===== src/rtl/ldpc_cnu_minsum_if.sv =====
// ldpc_cnu_minsum_if
// Handshake bundle for the min-sum check-node unit.
//   Input side : i_data, i_val, i_last (to CNU), i_rdy (from CNU)
//   Output side: o_data, o_idx, o_val, o_last, o_ovf (from CNU), o_rdy (to CNU)
// master = message source/sink (variable-node side), slave = the CNU.
interface ldpc_cnu_minsum_if #(
    parameter int WIDTH = 8,
    parameter int IDX_W = 3
);
    logic [WIDTH-1:0] i_data;
    logic             i_val;
    logic             i_last;
    logic             i_rdy;
    logic [WIDTH-1:0] o_data;
    logic [IDX_W-1:0] o_idx;
    logic             o_val;
    logic             o_last;
    logic             o_rdy;
    logic             o_ovf;

    modport master (
        output i_data, i_val, i_last, o_rdy,
        input  i_rdy, o_data, o_idx, o_val, o_last, o_ovf
    );

    modport slave (
        input  i_data, i_val, i_last, o_rdy,
        output i_rdy, o_data, o_idx, o_val, o_last, o_ovf
    );
endinterface


===== src/rtl/ldpc_cnu_minsum.sv =====
// ldpc_cnu_minsum
// Min-sum check-node unit. Collects up to DEG_MAX V2C messages for one
// parity row (tracking min1, min2, idx1, total sign, per-edge signs), then
// streams one extrinsic C2V message per edge in arrival order.
// Ports:
//   clk   - clock
//   xrst  - asynchronous active-low reset
//   bus   - ldpc_cnu_minsum_if.slave (input beats in, C2V messages out,
//           o_ovf pulse when a row is forced closed at DEG_MAX edges)
// Build option: define CNU_OFFSET_EN for offset min-sum (magnitude reduced
// by OFFSET and floored at 0); otherwise plain min-sum.
//
// State   | meaning
// COLLECT | accepting V2C beats of a row (i_rdy=1)
// EMIT    | streaming C2V messages, edge r_k (o_val=1)
module ldpc_cnu_minsum #(
    parameter int WIDTH   = 8,
    parameter int DEG_MAX = 8,
    parameter int IDX_W   = 3,
    parameter int OFFSET  = 1
) (
    input logic                  clk,
    input logic                  xrst,
    ldpc_cnu_minsum_if.slave     bus
);
    localparam int CW = IDX_W + 1;
    localparam logic [WIDTH-1:0] MAXMAG  = {1'b0, {(WIDTH-1){1'b1}}};
    localparam logic [WIDTH-1:0] MOSTNEG = {1'b1, {(WIDTH-1){1'b0}}};
    localparam logic [WIDTH-1:0] OFF     = WIDTH'(OFFSET);
`ifdef CNU_OFFSET_EN
    localparam bit OFF_EN = 1'b1;
`else
    localparam bit OFF_EN = 1'b0;
`endif

    typedef enum logic {COLLECT, EMIT} state_t;

    state_t                r_state;
    logic [CW-1:0]         r_cnt;
    logic [CW-1:0]         r_deg;
    logic [IDX_W-1:0]      r_k;
    logic [IDX_W-1:0]      r_idx1;
    logic [WIDTH-1:0]      r_min1;
    logic [WIDTH-1:0]      r_min2;
    logic                  r_tsign;
    logic [(1<<IDX_W)-1:0] r_sgn;
    logic                  r_last;
    logic                  r_ovf;

    logic             w_sign;
    logic [WIDTH-1:0] w_neg;
    logic [WIDTH-1:0] w_mag;
    logic             w_acc;
    logic             w_first;
    logic             w_close;
    logic [WIDTH-1:0] w_m;
    logic [WIDTH-1:0] w_mo;
    logic             w_osign;
    logic [WIDTH-1:0] w_data;

    assign w_sign  = bus.i_data[WIDTH-1];
    assign w_neg   = (~bus.i_data) + {{(WIDTH-1){1'b0}}, 1'b1};
    // The most negative input has no positive counterpart; clamp to MAXMAG.
    assign w_mag   = !w_sign ? bus.i_data :
                     (bus.i_data == MOSTNEG) ? MAXMAG : w_neg;
    assign w_acc   = bus.i_val && (r_state == COLLECT);
    assign w_first = (r_cnt == '0);
    assign w_close = bus.i_last || (r_cnt == CW'(DEG_MAX - 1));

    // Extrinsic magnitude: the edge holding min1 gets min2, all others min1.
    assign w_m     = (r_k == r_idx1) ? r_min2 : r_min1;
    assign w_mo    = !OFF_EN ? w_m : ((w_m > OFF) ? (w_m - OFF) : '0);
    assign w_osign = r_tsign ^ r_sgn[r_k];
    assign w_data  = w_osign ? ((~w_mo) + {{(WIDTH-1){1'b0}}, 1'b1}) : w_mo;

    assign bus.i_rdy  = (r_state == COLLECT);
    assign bus.o_val  = (r_state == EMIT);
    assign bus.o_data = (r_state == EMIT) ? w_data : '0;
    assign bus.o_idx  = r_k;
    assign bus.o_last = r_last;
    assign bus.o_ovf  = r_ovf;

    always_ff @(posedge clk or negedge xrst) begin
        if (!xrst) begin
            r_state <= COLLECT;
            r_cnt   <= '0;
            r_deg   <= '0;
            r_k     <= '0;
            r_idx1  <= '0;
            r_min1  <= MAXMAG;
            r_min2  <= MAXMAG;
            r_tsign <= 1'b0;
            r_sgn   <= '0;
            r_last  <= 1'b0;
            r_ovf   <= 1'b0;
        end else begin
            r_ovf <= 1'b0;
            case (r_state)
                COLLECT: begin
                    if (w_acc) begin
                        r_sgn[r_cnt[IDX_W-1:0]] <= w_sign;
                        if (w_first) begin
                            r_min1  <= w_mag;
                            r_min2  <= MAXMAG;
                            r_idx1  <= '0;
                            r_tsign <= w_sign;
                        end else begin
                            r_tsign <= r_tsign ^ w_sign;
                            if (w_mag < r_min1) begin
                                r_min2 <= r_min1;
                                r_min1 <= w_mag;
                                r_idx1 <= r_cnt[IDX_W-1:0];
                            end else if (w_mag < r_min2) begin
                                r_min2 <= w_mag;
                            end
                        end
                        if (w_close) begin
                            r_state <= EMIT;
                            r_deg   <= r_cnt + CW'(1);
                            r_k     <= '0;
                            r_last  <= w_first;
                            r_ovf   <= !bus.i_last;
                            r_cnt   <= '0;
                        end else begin
                            r_cnt <= r_cnt + CW'(1);
                        end
                    end
                end
                EMIT: begin
                    if (bus.o_rdy) begin
                        if (r_last) begin
                            r_state <= COLLECT;
                            r_last  <= 1'b0;
                            r_k     <= '0;
                        end else begin
                            r_k    <= r_k + IDX_W'(1);
                            // next edge is last when k+1 == deg-1
                            r_last <= (({1'b0, r_k} + CW'(2)) == r_deg);
                        end
                    end
                end
                default: r_state <= COLLECT;
            endcase
        end
    end
endmodule


===== src/flat_wrapper.sv =====
// flat-port wrapper written by rule: the top's interface ports become plain ports
module ldpc_cnu_minsum_flat 
#(
    parameter int WIDTH   = 8,
    parameter int DEG_MAX = 8,
    parameter int IDX_W   = 3,
    parameter int OFFSET  = 1
)
  (clk, xrst, bus_i_data, bus_i_val, bus_i_last, bus_o_rdy, bus_i_rdy, bus_o_data, bus_o_idx, bus_o_val, bus_o_last, bus_o_ovf);
  ldpc_cnu_minsum_if #(.WIDTH(WIDTH), .IDX_W(IDX_W)) bus_i ();
  input logic clk;
  input logic xrst;
  input wire logic [$bits(bus_i.i_data)-1:0] bus_i_data;
  input wire logic [$bits(bus_i.i_val)-1:0] bus_i_val;
  input wire logic [$bits(bus_i.i_last)-1:0] bus_i_last;
  input wire logic [$bits(bus_i.o_rdy)-1:0] bus_o_rdy;
  output wire logic [$bits(bus_i.i_rdy)-1:0] bus_i_rdy;
  output wire logic [$bits(bus_i.o_data)-1:0] bus_o_data;
  output wire logic [$bits(bus_i.o_idx)-1:0] bus_o_idx;
  output wire logic [$bits(bus_i.o_val)-1:0] bus_o_val;
  output wire logic [$bits(bus_i.o_last)-1:0] bus_o_last;
  output wire logic [$bits(bus_i.o_ovf)-1:0] bus_o_ovf;
  assign bus_i.i_data = bus_i_data;
  assign bus_i.i_val = bus_i_val;
  assign bus_i.i_last = bus_i_last;
  assign bus_i.o_rdy = bus_o_rdy;
  assign bus_i_rdy = bus_i.i_rdy;
  assign bus_o_data = bus_i.o_data;
  assign bus_o_idx = bus_i.o_idx;
  assign bus_o_val = bus_i.o_val;
  assign bus_o_last = bus_i.o_last;
  assign bus_o_ovf = bus_i.o_ovf;
  ldpc_cnu_minsum #(.WIDTH(WIDTH), .DEG_MAX(DEG_MAX), .IDX_W(IDX_W), .OFFSET(OFFSET)) u_core (.clk(clk), .xrst(xrst), .bus(bus_i));
endmodule

===== config.mk =====
export PLATFORM = sky130hd
export DESIGN_NAME = ldpc_cnu_minsum_flat
export DESIGN_NICKNAME = d
export VERILOG_FILES = /design/src/rtl/ldpc_cnu_minsum_if.sv /design/src/rtl/ldpc_cnu_minsum.sv /design/src/flat_wrapper.sv
export SDC_FILE = /design/constraint.sdc
export NUM_CORES = 1
export LEC_CHECK = 0
export CAP_MARGIN = 20
export CORE_UTILIZATION = 63
export DETAILED_ROUTE_END_ITERATION = 10
export PLACE_DENSITY = 0.82
export SETUP_SLACK_MARGIN = 0.02
export SYNTH_ARGS = -nofsm -noshare
export SYNTH_HDL_FRONTEND = slang
export SYNTH_SLANG_ARGS = --single-unit

===== constraint.sdc =====
create_clock -name clk -period 8.01 [get_ports clk]
set_input_delay 1.602 -clock clk [delete_from_list [all_inputs] [get_ports clk]]
set_output_delay 1.602 -clock clk [all_outputs]
set_load 0.05 [all_outputs]

After elaboration in Yosys (flattened, before gate mapping)
Index checks and enable logic that the tools add are counted.
{"block": "op_classes", "add_sub_neg": 5, "order_cmp": 5, "n_eq_ne": 7, "n_mux": 37, "n_bitwise": 5, "reduce_logical": 12}
{"operator": "$mux W8", "count": 10}
{"operator": "$mux W3", "count": 6}
{"operator": "$add A8 B1 Y8 const B", "count": 2}
{"operator": "$lt A8 B8 Y1", "count": 2}
{"operator": "$not A8 Y8", "count": 2}
{"operator": "$mux W1", "count": 14}
{"operator": "$reduce_and A3 Y1", "count": 4}
{"operator": "$bwmux W8", "count": 1}
{"operator": "$eq A8 B8 Y1 const B", "count": 1}
{"operator": "$lt A3 B4 Y1 const B", "count": 2}
{"operator": "$pmux W3 S2", "count": 1}
{"operator": "$add A3 B2 Y4 const B", "count": 1}
{"operator": "$add A4 B1 Y4 const B", "count": 1}
{"operator": "$eq A4 B3 Y1 const B", "count": 1}
{"operator": "$eq A4 B4 Y1", "count": 1}
{"operator": "$logic_not A4 Y1", "count": 1}
{"operator": "$mux W4", "count": 1}
{"operator": "$ne A2 B1 Y1 const B", "count": 2}
{"operator": "$pmux W1 S2", "count": 2}
{"operator": "$add A3 B1 Y3 const B", "count": 1}
{"operator": "$bmux W1 S3", "count": 1}
{"operator": "$demux W1 S3", "count": 1}
{"operator": "$eq A3 B3 Y1", "count": 1}
{"operator": "$ge A3 B1 Y1 const B", "count": 1}
{"operator": "9 further kinds", "count": 11}
{"block": "totals", "register_bits": 42, "in_bits": 13, "out_inout_bits": 15}

Longest topological paths before layout
Gate-level depths: netlist of the first run.
{"block": "logic_depth", "depth_word": 8, "ltp_mapped": 13}

Worst setup path before layout of the first run
No wires, ideal clock.
{"block": "synth_path", "kind": "register to output", "start": "register u_core.r_k[0] (netlist: u_core.bus.o_idx[0])", "end": "output bus_o_data[5]", "arrival_ns": 3.023, "required_ns": 6.408, "slack_ns": 3.385, "stages_incl_launch_ff": 7, "path_buffers": 1, "path_cell_list": "dfrtp_1 > buf_2 > mux4_2 > mux2i_1 > xnor2_1 > a21oi_1 > nor3_1"}
{"block": "synth_between", "elab_chain_cells": 6, "word_cells_on_any_way": 9}
{"item": "start, declared", "line_no": "ldpc_cnu_minsum.sv:41", "rtl": "logic [IDX_W-1:0] r_k;"}
{"item": "start signal, assigned", "line_no": "ldpc_cnu_minsum.sv:136", "rtl": "r_k <= r_k + IDX_W'(1);"}
{"item": "$eq A3 B3 Y1", "line_no": "ldpc_cnu_minsum.sv:71", "rtl": "assign w_m = (r_k == r_idx1) ? r_min2 : r_min1;"}
{"item": "$mux W8", "line_no": "ldpc_cnu_minsum.sv:71"}
{"item": "$not A8 Y8", "line_no": "ldpc_cnu_minsum.sv:74", "rtl": "assign w_data = w_osign ? ((~w_mo) + {{(WIDTH-1){1'b0}}, 1'b1}) : w_mo;"}
{"item": "$add A8 B1 Y8", "line_no": "ldpc_cnu_minsum.sv:74"}
{"item": "$mux W8 *", "line_no": "ldpc_cnu_minsum.sv:74"}
{"item": "$mux W8 *", "line_no": "ldpc_cnu_minsum.sv:78", "rtl": "assign bus.o_data = (r_state == EMIT) ? w_data : '0;"}
{"item": "end, declared", "line_no": "flat_wrapper.sv:18", "rtl": "output wire logic [$bits(bus_i.o_data)-1:0] bus_o_data;"}
Every way passes the cells marked *; elsewhere a longest branch is shown, timed or not. The select of a mux whose other input is x is not followed.

Worst setup path after layout of the first run
{"block": "layout_path", "start": "input bus_i_data[7]", "end": "register u_core.r_min2[2]"}
{"block": "layout_between", "word_cells_on_any_way": 12}
{"item": "start, declared", "line_no": "flat_wrapper.sv:13", "rtl": "input wire logic [$bits(bus_i.i_data)-1:0] bus_i_data;"}
{"item": "$eq A8 B8 Y1", "line_no": "ldpc_cnu_minsum.sv:65", "rtl": "(bus.i_data == MOSTNEG) ? MAXMAG : w_neg;"}
{"item": "$mux W8", "line_no": "ldpc_cnu_minsum.sv:65"}
{"item": "$mux W8 *", "line_no": "ldpc_cnu_minsum.sv:64", "rtl": "assign w_mag = !w_sign ? bus.i_data :"}
{"item": "net u_core.w_mag[1]", "line_no": "ldpc_cnu_minsum.sv:52", "rtl": "logic [WIDTH-1:0] w_mag;"}
{"item": "$lt A8 B8 Y1 (on tied branches)", "line_no": "ldpc_cnu_minsum.sv:113, ldpc_cnu_minsum.sv:109"}
{"item": "$reduce_bool A3 Y1 (no source line) or $mux W8 (tied branches)"}
{"item": "$reduce_and A3 Y1 (no source line) or $mux W8 (tied branches)"}
{"item": "end signal, assigned", "line_no": "ldpc_cnu_minsum.sv:110", "rtl": "r_min2 <= r_min1;"}
{"item": "end signal, assigned", "line_no": "ldpc_cnu_minsum.sv:114", "rtl": "r_min2 <= w_mag;"}
{"item": "end, declared", "line_no": "ldpc_cnu_minsum.sv:44", "rtl": "logic [WIDTH-1:0] r_min2;"}
Mark *: on every way through the listed nets, which the timed path passes. The rest lies on a longest branch. The select of a mux whose other input is x is not followed.
A chain may end at the register's enable or synchronous reset.

==> results.json, run 1 <==
{
  "worstMarginPinSlew_ps": 914,
  "ys_warn_count": 0,
  "criticalPathCategory": "in2reg",
  "synth_cell_types": 53,
  "top_layer_used": "met4",
  "syn2layout_area_growth_pct": 11.0,
  "synth-seq-area-share": 0.348,
  "tns_ps": 0,
  "maxSlewViolCount": 0,
  "cts_tree": "built",
  "syn_area_per_cell_um2": 9.08,
  "drt-total-wl_mm": 6.64,
  "synth_ff_type": "dfrtp_1",
  "min_path_type": "reg2reg",
  "finalWeightedCongestion": 0.848,
  "required_ps": 8240,
  "layout.nets": 390,
  "wirelength_met1_mm": 3.08,
  "clockRootBuffer": "clkbuf_8",
  "wl_met2_mm": 3.13,
  "synth_area_mm2": 0.00307,
  "syn_inst": 338,
  "fmaxAchievable_ghz": 0.191,
  "seq_area_mm2": 0.00107,
  "cts_num_sinks": 42,
  "grt_use_total": 0.284,
  "multiInputGateArea_mm2": 0.00182,
  "cts_buffers": 5,
  "layout_setup_ws_ps": 2770,
  "status": "finished, final reports clean",
  "finalSetupViolations": 0,
  "htreeDepth": 2,
  "num_vias": 2530,
  "die_x_um": 71.8,
  "clockBufferDepth": 2,
  "drive_gt1_frac": 0.126,
  "rsz0062_at_grt": "false",
  "crit_path_end_kind": "flip-flop",
  "final_common_cell": "nor2_1",
  "dr.pass1.iters": 5,
  "post_cts_buffers": 0,
  "crit_arrival_ps": 5470,
  "min_period_ps": 5240,
  "critPathMaxFanout": 18,
  "finClkSkew_ps": 9.32,
  "hold_buffers": 0,
  "overflow": 0,
  "pre_cts_slack_ps": 2440,
  "maxSlewHeadroom": 0.388,
  "fill_cells": 354,
  "drt_iter0_markers": 158,
  "fin_crit_sh": 0.654,
  "synth-edff-count": 0,
  "grt_pass1_wl_mm": 11.2,
  "syn_nets": 371,
  "drc": 0,
  "ios": 28,
  "ant_nets": 0,
  "die_area_mm2": 0.00516,
  "antennaDiodeCount": 0,
  "wire_per_inst_um": 16.1,
  "synth_seq_cells": 42,
  "final_cell_mix": "39 x nor2_1, 36 x nand2_1, 28 x dfrtp_1",
  "start_util": 0.654,
  "hold_viol": 0,
  "path_clk_slew_ps": 80,
  "crit_path_start_kind": "primary input",
  "post_cts_resized": 0,
  "met3WireLength_um": 286,
  "hpwl_mm": 4.90,
  "r2r_setup_slack_ps": 5140,
  "row_count": 25,
  "grt_max_degree": 43,
  "antenna_found_initial": 0,
  "grt_pass1_vias": 2382,
  "core_mm2": 0.00469,
  "async_reset_ff_frac": 1.00,
  "maxCapViolCount": 0,
  "port-buffer-count": 27,
  "die_h_um": 71.8,
  "utilization": 0.726,
  "clk_latency_ps": 300,
  "via_per_inst": 6.14
}
-- synthesized netlist by cell type, drive strengths merged, types with 4 or more instances --
| cell | n | area share |
|---|---|---|
| a21oi | 17 | 0.028 |
| dfstp | 14 | 0.12 |
| mux2 | 15 | 0.064 |
| ha | 20 | 0.081 |
| o21ai | 26 | 0.042 |
| a32o | 5 | 0.016 |
| nand3 | 9 | 0.015 |
| dfrtp | 28 | 0.23 |
| nor2 | 39 | 0.048 |
| a31oi | 4 | 0.013 |
| xor2 | 6 | 0.017 |
| nor3 | 8 | 0.017 |
| inv | 26 | 0.032 |
| clkbuf | 8 | 0.0098 |
| nand2 | 36 | 0.044 |
| xnor2 | 12 | 0.034 |
| mux2i | 12 | 0.039 |
| buf | 7 | 0.017 |
-- path summary, 6_finish.rpt --
kind | startpoint | end | depth (start not counted)
min reg2reg | u_core.r_sgn[6]$_DFFE_PN0P_ | u_core.r_sgn[6]$_DFFE_PN0P_ | 1
max reg2reg | u_core.r_min1[3]$_DFFE_PN1P_ | u_core.r_min2[2]$_DFFE_PN1P_ | 8
max in group asynchronous | xrst | u_core.r_sgn[0]$_DFFE_PN0P_ | 1
min in group asynchronous | xrst | u_core.bus.o_idx[1]$_DFFE_PN0P_ | 1
max | bus_i_data[7] | u_core.r_min2[2]$_DFFE_PN1P_ | 11
min | u_core.r_sgn[6]$_DFFE_PN0P_ | u_core.r_sgn[6]$_DFFE_PN0P_ | 1
-- critical path, cell delays in order --
cell and delay [ps]:
clkdlybuf4s50_1 830, nor3b_4 380, nand3_1 170, a31oi_1 370, ha_1 300, o211ai_1 150
a21o_1 180, a41oi_4 70, o31ai_4 580, a31o_1 490, mux2_4 340
-- cell type report --
class                   count  share of cell area
clock inverters             2             0.00404
repair buffers             27              0.0779
well taps                  54              0.0198
flip-flops and latches     42               0.314
clock buffers               6              0.0213
multi-input cells         255               0.535
inverters                  26              0.0286
-- through the flow --
step	instance area, µm²	hold WS [ps]	instances
after global routing	3410	527	412
after global placement	3320	477	404
after floorplan	3070	465	338
after CTS	3410	509	412
after detailed placement	3320	489	404
final	3410	508	412
-- flip-flops by register name (all words and copies together) (netlist names) --
| signal | count |
|---|---|
| u_core.r_min1 | 8 |
| u_core.r_min2 | 8 |
| u_core.r_sgn | 8 |
| u_core.r_cnt | 4 |
| u_core.r_deg | 4 |
| u_core.bus.o_idx | 3 |
| u_core.r_idx1 | 3 |
| u_core.bus.o_last | 1 |
| u_core.bus.o_ovf | 1 |
| u_core.bus.o_val | 1 |
| u_core.r_tsign | 1 |
-- kinds of logic after synthesis --
| kind of cell | after synthesis | synth area share |
|---|---|---|
| adder cells (fa/ha/maj) | 20 | 0.0815 |
| AO/OA/AOI/OAI | 75 | 0.170 |
| XOR/XNOR | 18 | 0.0513 |
| buffers and inverters | 41 | 0.0587 |
| multiplexers | 29 | 0.117 |
| AND/OR/NAND/NOR | 113 | 0.174 |
| flip-flops | 42 | 0.348 |
-- metal layers --
layer,track usage,vias to the layer above
met5,0,-
met4,0.0980,0
met3,0.0520,19
met2,0.460,71
met1,0.385,1212
li1,-,1228
Power of run 1 is left out: the tool's default activity adds up to more than one toggle a clock period on the data nets, which glitch-free logic cannot reach.
==> run 2, diff against run 1 <==
Settings changed: CORE_UTILIZATION 63 to 58, PLACE_DENSITY 0.82 to 0.76.
Clock period 8.01 ns to 4.97 ns, I/O delays scaled along.
==> results.json, run 2 (synthesized netlist as in run 1, its figures left out) <==
{
  "row_count": 26,
  "cts_tree": "built",
  "num_vias": 2458,
  "ios": 28,
  "dr.pass1.iters": 4,
  "start_util": 0.601,
  "tns_ps": 0,
  "utilization": 0.680,
  "fin_crit_sh": 0.873,
  "hold_viol": 0,
  "antenna_found_initial": 0,
  "htreeDepth": 2,
  "die_area_mm2": 0.00559,
  "multiInputGateArea_mm2": 0.00182,
  "cts_buffers": 5,
  "grt_pass1_vias": 2248,
  "worstMarginPinSlew_ps": 931,
  "required_ps": 3980,
  "antennaDiodeCount": 0,
  "grt_max_degree": 43,
  "placedCellCount": 423,
  "maxCapViolCount": 0,
  "syn2layout_area_growth_pct": 13.1,
  "via_per_inst": 5.70,
  "criticalPathCategory": "reg2out",
  "post_dp_cell_area_mm2": 0.00336,
  "post_cts_resized": 0,
  "finalWeightedCongestion": 0.852,
  "drive_gt1_frac": 0.133,
  "port-buffer-count": 27,
  "crit_path_end_kind": "output pin",
  "min_period_ps": 4340,
  "layout.nets": 393,
  "finalNonFillerCells": 431,
  "crit_arrival_ps": 3340,
  "die_x_um": 74.8,
  "rsz0062_at_grt": "false",
  "wire_per_inst_um": 14.7,
  "core_mm2": 0.00511,
  "clockBufferDepth": 2,
  "fmaxAchievable_ghz": 0.231,
  "grtUsageMet3": 0.0455,
  "grt_use_total": 0.249,
  "post_cts_buffers": 0,
  "finalSetupViolations": 0,
  "critPathMaxFanout": 9,
  "ant_nets": 0,
  "drt-total-wl_mm": 6.32,
  "die_h_um": 74.8,
  "drt_iter0_markers": 114,
  "final_cell_mix": "39 x nor2_1, 36 x nand2_1, 28 x dfrtp_1",
  "maxSlewHeadroom": 0.379,
  "met2_usage": 0.400,
  "cts_num_sinks": 42,
  "seq_area_mm2": 0.00107,
  "fin_area_mm2": 0.00347,
  "maxSlewViolCount": 0,
  "met1_usage": 0.347,
  "drc": 0,
  "finClkSkew_ps": 4.62,
  "fill_cells": 444,
  "hold_buffers": 0,
  "busiest_layer": "met2",
  "grt_pass1_wl_mm": 10.5,
  "overflow": 0,
  "clockRootBuffer": "clkbuf_8",
  "min_path_type": "reg2reg",
  "final_common_cell": "nor2_1",
  "crit_path_start_kind": "flip-flop",
  "path_clk_slew_ps": 80,
  "top_regs": "u_core.r_min1 (8), u_core.r_min2 (8), u_core.r_sgn (8)",
  "status": "finished, final reports clean",
  "hpwl_mm": 4.76,
  "clk_latency_ps": 300
}
run 2: metal layers:
layer  vias up  routed length [µm]
li1       1230                   -
met3         7                 212
met1      1172                3210
met2        49                2840
met5         -                   0
met4         0                  63
run 2: through the flow:
stage / setup WS [ps] / hold slack, ps
after global placement: 454 / 478
final: 632 / 501
after floorplan: 953 / 465
after detailed placement: 394 / 482
after CTS: 610 / 503
after global routing: 400 / 528
run 2: area by class of cell:
class                      count  area share
clock inverter                 2      0.0108
sequential                    42       0.308
tap                           70      0.0252
timing repair buffer          30      0.0829
inverter                      26      0.0281
multi-input combinational    255       0.524
clock buffer                   6      0.0209
run 2: critical path, stage by stage (launching register included):
cell and delay, ps:
dfrtp_1 610, mux4_2 580, mux2i_1 180, xnor2_1 350, o21ai_0 230, xnor2_1 180
nor2_1 90, clkdlybuf4s50_1 800
run 2: path summary, 6_finish.rpt:
kind                                            startpoint                         endpoint  slack [ps]  depth (start not counted)
max                        u_core.bus.o_idx[0]$_DFFE_PN0P_                    bus_o_data[6]         630                          7
max in group asynchronous                             xrst     u_core.r_min2[7]$_DFFE_PN0P_        3570                          1
min                            u_core.r_deg[1]$_DFFE_PN0P_      u_core.r_deg[1]$_DFFE_PN0P_         500                          2
max reg2reg                   u_core.r_min1[3]$_DFFE_PN1P_     u_core.r_idx1[1]$_DFFE_PN0P_        2220                          8
min in group asynchronous                             xrst  u_core.bus.o_idx[1]$_DFFE_PN0P_         820                          1
min reg2reg                    u_core.r_deg[1]$_DFFE_PN0P_      u_core.r_deg[1]$_DFFE_PN0P_         500                          2
Power of run 2 is left out for the same reason.
==> run 3, diff against run 2 <==
Settings changed: ABC_AREA from default to 0, REMOVE_ABC_BUFFERS from default to 1.
==> results.json, run 3 (synthesized netlist as in run 1, its figures left out) <==
{
  "layout.nets": 393,
  "maxCapViolCount": 0,
  "layout_setup_ws_ps": 607,
  "criticalPathCategory": "in2reg",
  "die_area_mm2": 0.00559,
  "hold_viol": 0,
  "grtUsageMet3": 0.0509,
  "post_cts_buffers": 0,
  "holdPathStages": 1,
  "min_period_ps": 4360,
  "required_ps": 5160,
  "fmaxAchievable_ghz": 0.229,
  "cts_tree": "built",
  "row_count": 26,
  "whs_ps": 511,
  "ant_nets": 0,
  "post_cts_resized": 0,
  "tns_ps": 0,
  "drt-total-wl_mm": 6.38,
  "pre_cts_slack_ps": 330,
  "grt_pass1_vias": 2120,
  "antennaDiodeCount": 0,
  "fin_crit_sh": 0.878,
  "drt_iter0_markers": 138,
  "met2_usage": 0.377,
  "cts_buffers": 5,
  "fill_cells": 415,
  "clockBufferDepth": 2,
  "min_path_type": "reg2reg",
  "busiest_layer": "met2",
  "status": "finished, final reports clean",
  "reg2reg_depth": 8,
  "die_h_um": 74.8,
  "wire_per_inst_um": 14.8,
  "core_mm2": 0.00511,
  "die_x_um": 74.8,
  "hold_buffers": 0,
  "finalWeightedCongestion": 0.838,
  "clockRootBuffer": "clkbuf_8",
  "met1_usage": 0.348,
  "via_per_inst": 5.68,
  "finClkSkew_ps": 7.46,
  "antenna_found_initial": 0,
  "finalSetupViolations": 0,
  "cts_num_sinks": 42,
  "overflow": 0,
  "port-buffer-count": 27,
  "htreeDepth": 2,
  "ios": 28,
  "start_util": 0.601,
  "crit_path_start_kind": "primary input",
  "clk_latency_ps": 300,
  "crit_path_end_kind": "flip-flop",
  "path_clk_slew_ps": 80,
  "worstMarginPinSlew_ps": 930,
  "grt_pass1_wl_mm": 10.2,
  "num_vias": 2450,
  "utilization": 0.680,
  "top_regs": "u_core.r_min1 (8), u_core.r_min2 (8), u_core.r_sgn (8)",
  "syn2layout_area_growth_pct": 13.1,
  "maxSlewViolCount": 0,
  "final_cell_mix": "39 x nor2_1, 36 x nand2_1, 28 x dfrtp_1",
  "grt_max_degree": 43,
  "grt_use_total": 0.242,
  "dr.pass1.iters": 4,
  "final_common_cell": "nor2_1",
  "maxSlewHeadroom": 0.380,
  "critPathMaxFanout": 12,
  "rsz0062_at_grt": "false",
  "crit_arrival_ps": 4550,
  "drive_gt1_frac": 0.133,
  "drc": 0,
  "hpwl_mm": 4.86
}
-- run 3: cell counts in the layout (fill, tap and decap cells not counted) --
Identical to the previous run, type by type.
-- run 3: metal layers --
metal  share of wire  routed length (µm)
met1            0.48                3070
met2            0.46                2950
met3           0.047                 298
met4          0.0083                  53
met5               0                   0
-- run 3: layout make-up --
cell class	count	area [µm²]	share of cell area
Tap cell	70	87.6	0.0252
Inverter	26	97.6	0.0281
Multi-Input combinational cell	255	1820	0.524
Sequential cell	42	1070	0.308
Timing Repair Buffer	30	288	0.0829
Clock buffer	6	72.6	0.0209
Clock inverter	2	37.5	0.0108
-- run 3: per-stage QoR --
| step | cell area (µm²) | cells |
|---|---|---|
| 2_1_floorplan | 2990 | 323 |
| 5_1_grt | 3470 | 431 |
| 4_1_cts | 3470 | 431 |
| 3_3_place_gp | 3360 | 423 |
| 3_5_place_dp | 3360 | 423 |
| 6_report | 3470 | 431 |
-- run 3: final timing paths --
kind / from / endpoint / slack, ps
min in group asynchronous: xrst / u_core.r_deg[0]$_DFFE_PN0P_ / 830
worst max-delay path: bus_i_data[0] / u_core.r_idx1[0]$_DFFE_PN0P_ / 610
worst min-delay path: u_core.r_sgn[3]$_DFFE_PN0P_ / u_core.r_sgn[3]$_DFFE_PN0P_ / 510
worst max register to register: u_core.r_min1[3]$_DFFE_PN1P_ / u_core.r_idx1[0]$_DFFE_PN0P_ / 2160
worst min register to register: u_core.r_sgn[3]$_DFFE_PN0P_ / u_core.r_sgn[3]$_DFFE_PN0P_ / 510
max in group asynchronous: xrst / u_core.r_idx1[1]$_DFFE_PN0P_ / 3570
-- run 3: worst max-delay path, stage by stage --
cell	delay, ps
clkdlybuf4s50_1	500
inv_1	90
ha_1	310
nand2b_1	90
a311o_1	350
o21ai_0	210
ha_1	350
a21oi_1	150
o21ai_1	190
nor2_1	720
o21ai_0	300
a32o_1	280
Power of run 3 is left out for the same reason.
